File: config.mk
export PLATFORM = sky130hd
export DESIGN_NAME = pattern_player
export DESIGN_NICKNAME = d
export VERILOG_FILES = /design/src/rtl/pattern_pkg.sv /design/src/rtl/pattern_player_tick_gen.sv /design/src/rtl/pattern_player.sv
export SDC_FILE = /design/constraint.sdc
export NUM_CORES = 1
export LEC_CHECK = 0
export CORE_ASPECT_RATIO = 0.5
export CORE_UTILIZATION = 40
export DETAILED_ROUTE_END_ITERATION = 7
export GPL_ROUTABILITY_DRIVEN = 0
export GPL_TIMING_DRIVEN = 0
export PLACE_DENSITY = 0.65
export SKIP_CTS_REPAIR_TIMING = 1
export SYNTH_ARGS = -nofsm -noshare
export SYNTH_HDL_FRONTEND = slang
export SYNTH_SLANG_ARGS = --single-unit
export TNS_END_PERCENT = 10
File: constraint.sdc
create_clock -name clk -period 13.9 [get_ports clk]
set_input_delay 2.78 -clock clk [delete_from_list [all_inputs] [get_ports clk]]
set_output_delay 2.78 -clock clk [all_outputs]
set_load 0.03 [all_outputs]
File: src/rtl/pattern_pkg.sv
// Shared types and helpers for the pattern player (show phase of the memory game).
// Latency: n/a (declarations only).
// Backpressure: n/a.
package pattern_pkg;

  localparam int LEVEL_W    = 4;
  localparam int SYM_W_DFLT = 2;

  typedef logic [SYM_W_DFLT-1:0] sym_t;

  typedef enum logic [2:0] {
    ST_IDLE,
    ST_FETCH,
    ST_SHOW,
    ST_GAP,
    ST_DONE
  } state_e;

  // Tick border for a difficulty level: base minus level*step, floored.
  // Done in signed 32-bit so high levels that go negative still clamp.
  function automatic int calc_border(input int base, input int step,
                                     input int floor_val,
                                     input logic [LEVEL_W-1:0] lvl);
    int raw;
    raw = base - int'(lvl) * step;
    return (raw < floor_val) ? floor_val : raw;
  endfunction

endpackage

File: src/rtl/pattern_player_tick_gen.sv
// Clearable slow-tick divider: one-cycle tick every border+1 clocks.
// Latency: first tick border+1 cycles after clr; tick is combinational from count.
// Backpressure: none; free-running whenever not cleared.
module tick_gen (
  input  logic clk,
  input  logic rst_n,
  input  logic clr,
  input  int   border,
  output logic tick
);

  logic [31:0] count_q;
  logic [31:0] count_d;
  logic        wrap;

  // Wrap on >= rather than == so a border lowered mid-count cannot strand
  // the counter above it and stall ticks for ~2^32 cycles.
  assign wrap = (count_q >= 32'($unsigned(border)));

  // Next count and tick strobe.
  always_comb begin
    count_d = count_q + 32'd1;
    tick    = 1'b0;
    if (clr) begin
      count_d = '0;
    end else if (wrap) begin
      count_d = '0;
      tick    = 1'b1;
    end
  end

  // Count register with synchronous reset.
  always_ff @(posedge clk) begin
    if (!rst_n) begin
      count_q <= '0;
    end else begin
      count_q <= count_d;
    end
  end

endmodule

File: src/rtl/pattern_player.sv
// Plays a stored symbol pattern on the LEDs: each symbol lit ON_TICKS ticks, then OFF_TICKS blank.
// Latency: start -> FETCH next cycle, first symbol lit the cycle after; done pulses after the last gap.
// Backpressure: none; start is ignored while busy, abort ends playback at once without done.
module pattern_player
  import pattern_pkg::*;
#(
  parameter int SYM_W       = 2,
  parameter int LEN_W       = 4,
  parameter int BASE_BORDER = 25_000_000,
  parameter int STEP        = 2_500_000,
  parameter int MIN_BORDER  = 5_000_000,
  parameter int ON_TICKS    = 2,
  parameter int OFF_TICKS   = 1
) (
  input  logic               clk,
  input  logic               rst_n,
  input  logic               start,
  input  logic               abort,
  input  logic [LEVEL_W-1:0] level,
  input  logic [LEN_W:0]     length,
  output logic [LEN_W-1:0]   mem_addr,
  input  logic [SYM_W-1:0]   mem_data,
  output logic [SYM_W-1:0]   led_sym,
  output logic               led_on,
  output logic               busy,
  output logic               done
);

  localparam int TC_MAX = (ON_TICKS > OFF_TICKS) ? ON_TICKS : OFF_TICKS;
  localparam int TC_W   = (TC_MAX < 2) ? 1 : $clog2(TC_MAX + 1);

  localparam logic [TC_W-1:0] ON_LAST  = TC_W'(ON_TICKS - 1);
  localparam logic [TC_W-1:0] OFF_LAST = TC_W'(OFF_TICKS - 1);

  state_e            state_q;
  logic [LEN_W-1:0]  idx_q;
  logic [LEN_W:0]    len_q;
  int                border_q;
  logic [TC_W-1:0]   tick_cnt_q;
  logic [LEN_W-1:0]  mem_addr_q;
  logic [SYM_W-1:0]  led_sym_q;
  logic              led_on_q;
  logic              busy_q;
  logic              done_q;

  logic              tick;
  logic              accept_start;
  logic              playing;
  logic              last_sym;

  // A start only counts in IDLE and loses to a simultaneous abort.
  assign accept_start = (state_q == ST_IDLE) && start && !abort;
  assign playing      = (state_q == ST_FETCH) || (state_q == ST_SHOW) ||
                        (state_q == ST_GAP);
  assign last_sym     = ({1'b0, idx_q} == (len_q - 1'b1));

  // Tick timebase restarts on every accepted start so the first symbol gets full ticks.
  tick_gen u_tick_gen (
    .clk    (clk),
    .rst_n  (rst_n),
    .clr    (accept_start),
    .border (border_q),
    .tick   (tick)
  );

  // Playback sequencer; all LED/handshake outputs are registered here.
  always_ff @(posedge clk) begin
    if (!rst_n) begin
      state_q    <= ST_IDLE;
      idx_q      <= '0;
      len_q      <= '0;
      border_q   <= BASE_BORDER;
      tick_cnt_q <= '0;
      mem_addr_q <= '0;
      led_sym_q  <= '0;
      led_on_q   <= 1'b0;
      busy_q     <= 1'b0;
      done_q     <= 1'b0;
    end else begin
      done_q <= 1'b0;
      if (abort && playing) begin
        // Abort beats any tick in the same cycle; no done is raised.
        state_q  <= ST_IDLE;
        led_on_q <= 1'b0;
        busy_q   <= 1'b0;
      end else begin
        case (state_q)
          ST_IDLE: begin
            if (accept_start) begin
              border_q <= calc_border(BASE_BORDER, STEP, MIN_BORDER, level);
              if (length != '0) begin
                state_q    <= ST_FETCH;
                len_q      <= length;
                idx_q      <= '0;
                mem_addr_q <= '0;
                busy_q     <= 1'b1;
              end else begin
                state_q <= ST_DONE;
                done_q  <= 1'b1;
              end
            end
          end

          ST_FETCH: begin
            // mem_addr was set to 0 at start; read data is valid this cycle.
            led_sym_q  <= mem_data;
            led_on_q   <= 1'b1;
            tick_cnt_q <= '0;
            state_q    <= ST_SHOW;
          end

          ST_SHOW: begin
            if (tick) begin
              if (tick_cnt_q == ON_LAST) begin
                state_q    <= ST_GAP;
                led_on_q   <= 1'b0;
                tick_cnt_q <= '0;
                // Prefetch the next symbol during the gap; wrap on the last one is unused.
                mem_addr_q <= idx_q + 1'b1;
              end else begin
                tick_cnt_q <= tick_cnt_q + 1'b1;
              end
            end
          end

          ST_GAP: begin
            if (tick) begin
              if (tick_cnt_q == OFF_LAST) begin
                tick_cnt_q <= '0;
                if (last_sym) begin
                  state_q <= ST_DONE;
                  busy_q  <= 1'b0;
                  done_q  <= 1'b1;
                end else begin
                  idx_q     <= idx_q + 1'b1;
                  led_sym_q <= mem_data;
                  led_on_q  <= 1'b1;
                  state_q   <= ST_SHOW;
                end
              end else begin
                tick_cnt_q <= tick_cnt_q + 1'b1;
              end
            end
          end

          ST_DONE: begin
            state_q <= ST_IDLE;
          end

          default: begin
            state_q  <= ST_IDLE;
            led_on_q <= 1'b0;
            busy_q   <= 1'b0;
          end
        endcase
      end
    end
  end

  assign mem_addr = mem_addr_q;
  assign led_sym  = led_sym_q;
  assign led_on   = led_on_q;
  assign busy     = busy_q;
  assign done     = done_q;

endmodule

==> results of run 1 <==
[per-stage QoR]
step | cell area, um^2 | total power [W] | setup slack, ps | hold WS (ps) | util, %
4_1_cts | 6240 | 0.000632 | 5940 | 460 | 47.8
5_1_grt | 6240 | 0.000665 | 5440 | 478 | 47.8
3_3_place_gp | 5970 | 0.000414 | 5650 | 442 | 45.7
6_report | 6240 | 0.000628 | 5880 | 455 | 47.8
2_1_floorplan | 5540 | 0.000376 | 6940 | 442 | -
3_5_place_dp | 5970 | 0.000417 | 5600 | 451 | 45.7
[cells by family after synthesis]
kind of cell             after synthesis
AND/OR/NAND/NOR                      242
AO/OA/AOI/OAI                        137
XOR/XNOR                              66
flip-flops                            77
adder cells (fa/ha/maj)               61
buffers and inverters                 66
multiplexers                          10
[layout by cell type, fill, tap and decap left out, types with 4 or more instances in the layout]
cell type,count
a21o_1,7
a22oi_1,10
o21ai_0,21
clkbuf_16,9
nand2b_1,4
and3_1,6
o22ai_1,8
xor2_1,38
xnor2_1,25
nand4_1,13
o21a_1,4
clkdlybuf4s50_1,22
a21oi_1,17
o221ai_1,5
inv_1,47
nand2_1,58
a31oi_1,7
clkbuf_1,16
ha_1,59
dfxtp_1,77
o211ai_1,12
o31ai_1,5
nor3b_1,5
and4_1,5
and2_1,6
nor2_1,70
nand3_1,28
nor2b_1,14
nor3_1,11
mux2i_1,9
or2_2,4
[flip-flops by register name (all words and copies together) (netlist names)]
signal,count
done,1
border_q,22
led_sym,2
tick_cnt_q,2
u_tick_gen.count_q,32
idx_q,4
busy,1
led_on,1
mem_addr,4
state_q,3
len_q,5
[how the worst max path moves through the flow]
stage	start	to	slack, ps	cells past startpoint
final	level[2]	border_q[24]$_SDFFE_PN1P_	5880	19
after global routing	level[2]	border_q[20]$_SDFFE_PN1P_	5440	19
after CTS	level[2]	border_q[24]$_SDFFE_PN1P_	5940	19
after detailed placement	level[2]	border_q[24]$_SDFFE_PN1P_	5600	19
after global placement	level[2]	border_q[25]$_SDFFE_PN0P_	5650	19
after floorplan	level[2]	border_q[25]$_SDFFE_PN0P_	6940	18
[tightest hold or removal path, cell delays in order (launching register included)]
cell and delay, ps:
dfxtp_1 310, nand2_1 50, mux2i_1 50
[layer usage]
metal  global-route usage [%]  part of all wire (%)  vias up
li1                         -                     -     2419
met1                     26.4                    53     2204
met2                     28.7                    42       77
met3                     3.78                   3.6       13
met4                     5.95                   1.2        0
met5                        0                     0        -
[cell type report]
type                            instances  area [um^2]  share of cell area [%]
Multi-Input combinational cell        516         3720                    59.6
Sequential cell                        77         1540                    24.7
Clock buffer                           10          229                    3.67
Timing Repair Buffer                   22          220                    3.53
Tap cell                              170          213                    3.41
Inverter                               47          176                    2.83
Buffer                                 19          103                    1.64
Clock inverter                          6         40.0                   0.642
[power by group through the flow]
| stage | registers [W] | logic (W) | clock network, W |
|---|---|---|---|
| after floorplan | 0.000241 | 0.000135 | 0 |
| after global placement | 0.000240 | 0.000174 | 0 |
| after detailed placement | 0.000240 | 0.000176 | 0 |
| after CTS | 0.000235 | 0.000177 | 0.000220 |
| after global routing | 0.000236 | 0.000199 | 0.000230 |
| final | 0.000236 | 0.000178 | 0.000214 |
==> metrics.md, run 1 <==
| Metric | Value |
|---|---|
| # DRC | 0 |
| CP Max Fanout | 10 |
| Multiplexer share of the synthesized area | under 10% |
| Delay-heaviest family, CP | compound AO/OA/AOI/OAI gates |
| Switching power total | around 0.0002 W |
| Post-Synth Adder-Cell Area | ~14% |
| DRT iter0 DRCs | 365 |
| First-pass GRT wire length | 21,600 um |
| Reg2reg end | tick_cnt_q[0]$_SDFFE_PN0P_ |
| RSZ-0062 raised after global routing | false |
| Placed Instances | roughly 850 |
| Top-count cell post-synth | dfxtp_1 |
| Clk pwr share | ~34% |
| Slew @ Worst Pin | 1060 ps |
| Die Width | around 170 um |
| Clk buf depth | 2 |
| Hold Fails Final Rpt | 0 |
| Synth Net Count | 735 |
| Gr usage total | 18.7% |
| Final Critical Period | 8020 ps |
| Drt pass-1 iters | 5 |
| Mapped Avg Cell Area | between 8 and 9 um^2 |
| Synthesis-stage register bit count | 77 |
| Core Rows | 29 |
| Worst path bufs/invs | 4 |
| Layout net count | 768 |
| Distinct cells, synth | 79 |
| Cell Chain, Critical Path | clkdlybuf4s50_1 > inv_1 > ha_1 > fa_1 > inv_1 > ha_1 > o211ai_1 > o21ai_0 > xor2_1 > a41oi_1 > o21ai_2 > o211ai_1 > o32a_1 > o21ai_0 > a21oi_1 > ha_1 > nand2b_1 > clkbuf_1 > o221ai_1 |
| Cell mode on critical path | ha_1 |
| Setup CP Type | in -> reg |
| Hold Path Depth | 2 |
| Routed wire length per instance | 14.4 um |
| Max VDD drop | a little over 0.06 mV |
| Vias per std cell | 5.44 |
| Setup-failing EPs final | 0 |
| Synth Area in Simple Gates | 21.6% |
| Compound-cell area share of the yosys netlist | 18.6% |
| Largest family of logic cells by synthesized area | simple AND/OR/NAND/NOR gates |
| Static Leak | 2.58 nW |
| Sink Count | 77 |
| Reg2Reg Depth | 10 |
| Worst EP required | 14,080 ps |
| PwrDens | 101 nW/um^2 |
| Finished Layout Cells | about 870 |
| Critical path arrival | about 8200 ps |
| Ys Warns | 0 |
| Combinational share of power | ~28% |
| CTS tree | done |
| Crit start category | input pin |
| Reg2reg setup slack | 10,470 ps |
| Initial Util | 42.4% |
| Post-synthesis xor/xnor area fraction | between 10% and 20% |
| Largest net degree at the start of global routing | 14 |
| FMAX | 0.125 GHz |
| Status | finished clean |
| Largest cells by area after synthesis | dfxtp_1 (28%), ha_1 (13%), xor2_1 (6.0%) |
| Number of synthesized flops with an enable pin | 0 |
| Setup TNS | 0 ps |
| Layout area overhead | 12.7% |
| Vias in the first global route | 4,502 |
| Slew Viols, Final | 0 |
| Fill count | approximately 1,300 |
| CP max-delay cell | clkdlybuf4s50_1 |
| Period utilization | 57.7% |
| Post-route ant nets | 0 |
| Area fraction of the dominant cell type after synthesis | between 20 and 30% |
| Post-DP HPWL | 9600 um |
| Gr ovfl total | 0 |
| CTS Root Cell | clkbuf_16 |
| Async SR Flop Fraction | 0% |
| Post-synth top area cell | dfxtp_1 |
| DIE AREA | about 14,000 um^2 |
| Clock Latency Late Sink | 340 ps |
| Worst hold path class | reg -> reg |
| H-tree Lvls | 3 |
| TritonCTS Buffers | 9 |
| Switching fraction of total power | 32.8% |
| I/O pin total | 24 |
| Synth top cells by count | dfxtp_1 (77), nor2_1 (70), ha_1 (59), nand2_1 (58), inv_1 (47) |
| Vias | 4,713 |
| Min-Delay Endpoint | led_sym[0]$_SDFFE_PN0P_ |
| Port Buffers | 22 |
| Layout cells sized above 1 | between 6 and 7% |
| Seq pwr share | 37.5% |
| P_int | 0.000422 W |
| Post-synth top flop | dfxtp_1 |
| Final WL | between 10,000 and 15,000 um |
| CORE AREA | 13,100 um^2 |
| Slowest stage delay, CP | 670 ps |
| Clock skew | 10.9 ps |
| Initial antenna violation count | 0 |
| Max Cap Viol | 0 |
| Slew HR | 27.5% |
| Die Y | about 85 um |
| Mapped Cells | 659 |
| Ant diodes | 0 |
| CP endpoint kind | flip-flop |
| Worst R2R Start | border_q[30]$_SDFFE_PN0P_ |
| Clock transition at path regs | 60 ps |
| Seq/Total Area, Yosys | 27.8% |
| Mapped Area | 5540 um^2 |
| Hold wc startpoint | led_sym[0]$_SDFFE_PN0P_ |
(Power assumes the default switching activity.)
==> inputs of run 2 (changes only) <==
Clock period 13.9 ns to 7.4 ns, I/O delays scaled along.
==> results of run 2 <==
The final DEF is identical to that of run 1. Status: finished clean.
Among the figures that moved: setup slack after placement 5600 ps -> 402 ps; setup slack after layout 5880 ps -> 677 ps; register-to-register setup slack 10470 ps -> 3970 ps; total power 0.000628 W -> 0.00118 W; worst IR drop on VDD 0.0613 mV -> 0.115 mV
==> inputs of run 3 (changes only) <==
Settings changed: PLACE_DENSITY 0.65 to 0.64, SYNTH_HIERARCHICAL set to 1.
==> run 3 against run 2 <==
Net effect:
- via count up 8.9%
- combinational power up 43%
- power up 22%
- count of clock-buffer cells in the layout up 2
- worst setup slack worse by 330 ps
- critical path depth down 1
- wire length up 11%
- sequential power up 7.7%
- non-clock buffer count up 5
- critical endpoint is now border_q[25]$_SDFFE_PN0P_
==> metrics.md, run 3 <==
| Metric | Value |
|---|---|
| Status | finished clean (unchanged) |
| P_int | 0.000953 W (was 0.000793 W) |
| TritonCTS Buffers | 9 (unchanged) |
| Gr ovfl total | 0 (unchanged) |
| Clock skew | 5.95 ps (was 10.9 ps) |
| Setup CP Type | in -> reg (unchanged) |
| Ys Warns | 6 (was 0) |
| FMAX | 0.142 GHz (was 0.149 GHz) |
| # DRC | 0 (unchanged) |
| Seq pwr share | 33.1% (was 37.5%) |
| Largest cells by area after synthesis | dfxtp_1 (26%), ha_1 (13%), nor3_2 (5.3%) (was dfxtp_1 (28%), ha_1 (13%), xor2_1 (6.0%)) |
| Seq/Total Area, Yosys | 26.1% (was 27.8%) |
| Layout net count | 833 (was 768) |
| CP Max Fanout | 10 (unchanged) |
| Synth top cells by count | dfxtp_1 (77), ha_1 (63), a21oi_1 (55), nand2_1 (55), inv_1 (53) (was dfxtp_1 (77), nor2_1 (70), ha_1 (59), nand2_1 (58), inv_1 (47)) |
| CORE AREA | 14,000 um^2 (was 13,100 um^2) |
| Clk buf depth | 2 (unchanged) |
| Register area | 1540 um^2 (unchanged) |
| Biggest regs | u_tick_gen/count_q: 32 flops, border_q: 22 flops, len_q: 5 flops (was u_tick_gen.count_q: 32 flops, border_q: 22 flops, len_q: 5 flops) |
| Max VDD drop | 0.109 mV (was 0.115 mV) |
| Worst EP required | 7680 ps (was 7580 ps) |
| Die Y | 87.9 um (was 85.2 um) |
| Setup TNS | 0 ps (unchanged) |
| Mapped Avg Cell Area | 8.29 um^2 (was 8.41 um^2) |
| Slew Viols, Final | 0 (unchanged) |
| Vias in the first global route | 4,641 (was 4,502) |
| Vias per std cell | 5.40 (was 5.44) |
| Switching power total | 0.000485 W (was 0.000387 W) |
| Max Cap Viol | 0 (unchanged) |
| Final Critical Period | 7050 ps (was 6720 ps) |
| Commonest non-fill, non-tap cell in the layout | dfxtp_1 (unchanged) |
| Core Rows | 30 (was 29) |
| Sink Count | 77 (unchanged) |
| CP endpoint kind | flip-flop (unchanged) |
| Area fraction of the dominant cell type after synthesis | 26.1% (was 27.8%) |
| Combinational share of power | 33.3% (was 28.4%) |
| Post-DP HPWL | 10,700 um (was 9600 um) |
| Min Hold Slack | 457 ps (was 455 ps) |
| Ant diodes | 0 (unchanged) |
| Vias | 5,133 (was 4,713) |
| Drt pass-1 iters | 5 (unchanged) |
| First-pass GRT wire length | 23,300 um (was 21,600 um) |
| Most frequent cells in the layout | dfxtp_1 (77), ha_1 (63), nand2_1 (55), a21oi_1 (54), inv_1 (53) (was dfxtp_1 (77), nor2_1 (70), ha_1 (59), nand2_1 (58), inv_1 (47)) |
| H-tree Lvls | 3 (unchanged) |
| Async SR Flop Fraction | 0% (unchanged) |
| Distinct cells, synth | 72 (was 79) |
| Setup-failing EPs final | 0 (unchanged) |
| Worst hold path class | reg -> reg (unchanged) |
| Largest net degree at the start of global routing | 14 (unchanged) |
| Initial Util | 42.3% (was 42.4%) |
| Slowest stage delay, CP | 760 ps (was 670 ps) |
| Mapped Area | 5910 um^2 (was 5540 um^2) |
| Cell Chain, Critical Path | clkdlybuf4s50_1 > ha_1 > ha_1 > ha_1 > fa_1 > a21o_1 > a221oi_2 > xnor2_2 > nand4_2 > or3_1 > a311o_1 > a211oi_1 > o311ai_1 > a2111oi_1 > ha_1 > or3_1 > or4_1 > nand3_1 (was clkdlybuf4s50_1 > inv_1 > ha_1 > fa_1 > inv_1 > ha_1 > o211ai_1 > o21ai_0 > xor2_1 > a41oi_1 > o21ai_2 > o211ai_1 > o32a_1 > o21ai_0 > a21oi_1 > ha_1 > nand2b_1 > clkbuf_1 > o221ai_1) |
| Multi-input logic area | 4110 um^2 (was 3720 um^2) |
| Period utilization | 95.3% (was 90.9%) |
| Synthesis-stage register bit count | 77 (unchanged) |
| Layout cells sized above 1 | 10.7% (was 6.46%) |
| Routed wire length per instance | 14.6 um (was 14.4 um) |
| Clock Latency Late Sink | 340 ps (about the same) |
| Post-synth top flop | dfxtp_1 (unchanged) |
| Gr usage total | 18.9% (was 18.7%) |
| DIE AREA | 15,300 um^2 (was 14,400 um^2) |
| Clk pwr share | 33.5% (was 34.1%) |
| Initial antenna violation count | 0 (unchanged) |
| Fill count | 1,404 (was 1,269) |
| Crit start category | input pin (unchanged) |
| Reg with most FFs | u_tick_gen/count_q (was u_tick_gen.count_q) |
| Die Width | 174 um (was 168 um) |
| Number of synthesized flops with an enable pin | 0 (unchanged) |
| Slew @ Worst Pin | 717 ps (was 1060 ps) |
| Port Buffers | 23 (was 22) |
| Critical path arrival | 7330 ps (was 6900 ps) |
| Layout area overhead | 14.7% (was 12.7%) |
| Top-count cell post-synth | dfxtp_1 (unchanged) |
| Clock transition at path regs | 60 ps (about the same) |
| PwrDens | 212 nW/um^2 (was 189 nW/um^2) |
| Max reg flops | 32 (unchanged) |
| I/O pin total | 24 (unchanged) |
| Hold Fails Final Rpt | 0 (unchanged) |
| Cell mode on critical path | ha_1 (unchanged) |
| CTS Root Cell | clkbuf_16 (unchanged) |
| Mapped Cells | 713 (was 659) |
| Final WL | 13,800 um (was 12,500 um) |
| RSZ-0062 raised after global routing | false (unchanged) |
| CP max-delay cell | clkdlybuf4s50_1 (unchanged) |
| Static Leak | 2.76 nW (was 2.58 nW) |
| Post-synth top area cell | dfxtp_1 (unchanged) |
| DRT iter0 DRCs | 305 (was 365) |
| Post-route ant nets | 0 (unchanged) |
| Slew HR | 52.2% (was 27.5%) |
| Switching fraction of total power | 33.7% (was 32.8%) |
| CTS tree | done (unchanged) |
run 3: per-stage QoR:
step / util, % / power (W) / area (um^2) / setup WS (ps) / instances
floorplan: - / 0.000831 / 5920 / 862 / 717
global placement: 45.8 / 0.000938 / 6390 / -434 / 932
detailed placement: 45.8 / 0.000948 / 6400 / -477 / 933
CTS: 48.2 / 0.00143 / 6730 / -143 / 949
global route: 48.5 / 0.00153 / 6780 / 50.6 / 950
finish: 48.5 / 0.00144 / 6780 / 350 / 950
run 3: layout make-up:
type                       instances  area share, %
multi-input combinational        566           60.6
sequential                        77           22.7
clock buffer                      12           3.78
timing repair buffer              25           3.66
tap                              192           3.54
inverter                          53           2.94
buffer                            21           1.70
clock inverter                     4           1.03
run 3: cells by family after synthesis:
family / count (synthesis) / synth area share [%]
flip-flops: 77 / 26.1
buffers and inverters: 74 / 5.25
multiplexers: 5 / 0.889
AND/OR/NAND/NOR: 274 / 26.8
adder cells (fa/ha/maj): 65 / 14.0
other: 1 / 0.0635
AO/OA/AOI/OAI: 155 / 17.6
XOR/XNOR: 62 / 9.32
run 3: metal layers:
metal / vias up / global-route usage (%) / wire length (um)
li1: 2646 / - / -
met2: 81 / 28.1 / 5660
met1: 2395 / 27.9 / 7600
met3: 11 / 2.86 / 431
met4: 0 / 5.50 / 142
met5: - / 0 / 0
run 3: final timing paths:
| check | start | depth (start not counted) | endpoint | slack, ps |
|---|---|---|---|---|
| worst max register to register | state_q[1]$_SDFFE_PP0P_ | 14 | idx_q[2]$_SDFFE_PN0P_ | 3390 |
| worst min-delay path | mem_addr[0]$_SDFFE_PN0P_ | 2 | mem_addr[0]$_SDFFE_PN0P_ | 460 |
| worst max-delay path | level[1] | 18 | border_q[25]$_SDFFE_PN0P_ | 350 |
| worst min register to register | mem_addr[0]$_SDFFE_PN0P_ | 2 | mem_addr[0]$_SDFFE_PN0P_ | 460 |
run 3: power groups by stage:
stage	registers (W)	logic [W]	clock network [W]
floorplan	0.000489	0.000342	0
global placement	0.000484	0.000455	0
detailed placement	0.000485	0.000463	0
CTS	0.000476	0.000465	0.000493
global route	0.000482	0.000536	0.000511
finish	0.000476	0.000479	0.000482
run 3: worst max-delay path, delay by kind of cell:
family	cells	cell delay, ps
AOI/OAI and AO/OA	6	1750
adders and majority gates	5	1650
and+or+nand+nor	5	1480
buffers and inverters	1	760
xor gates and xnor gates	1	210
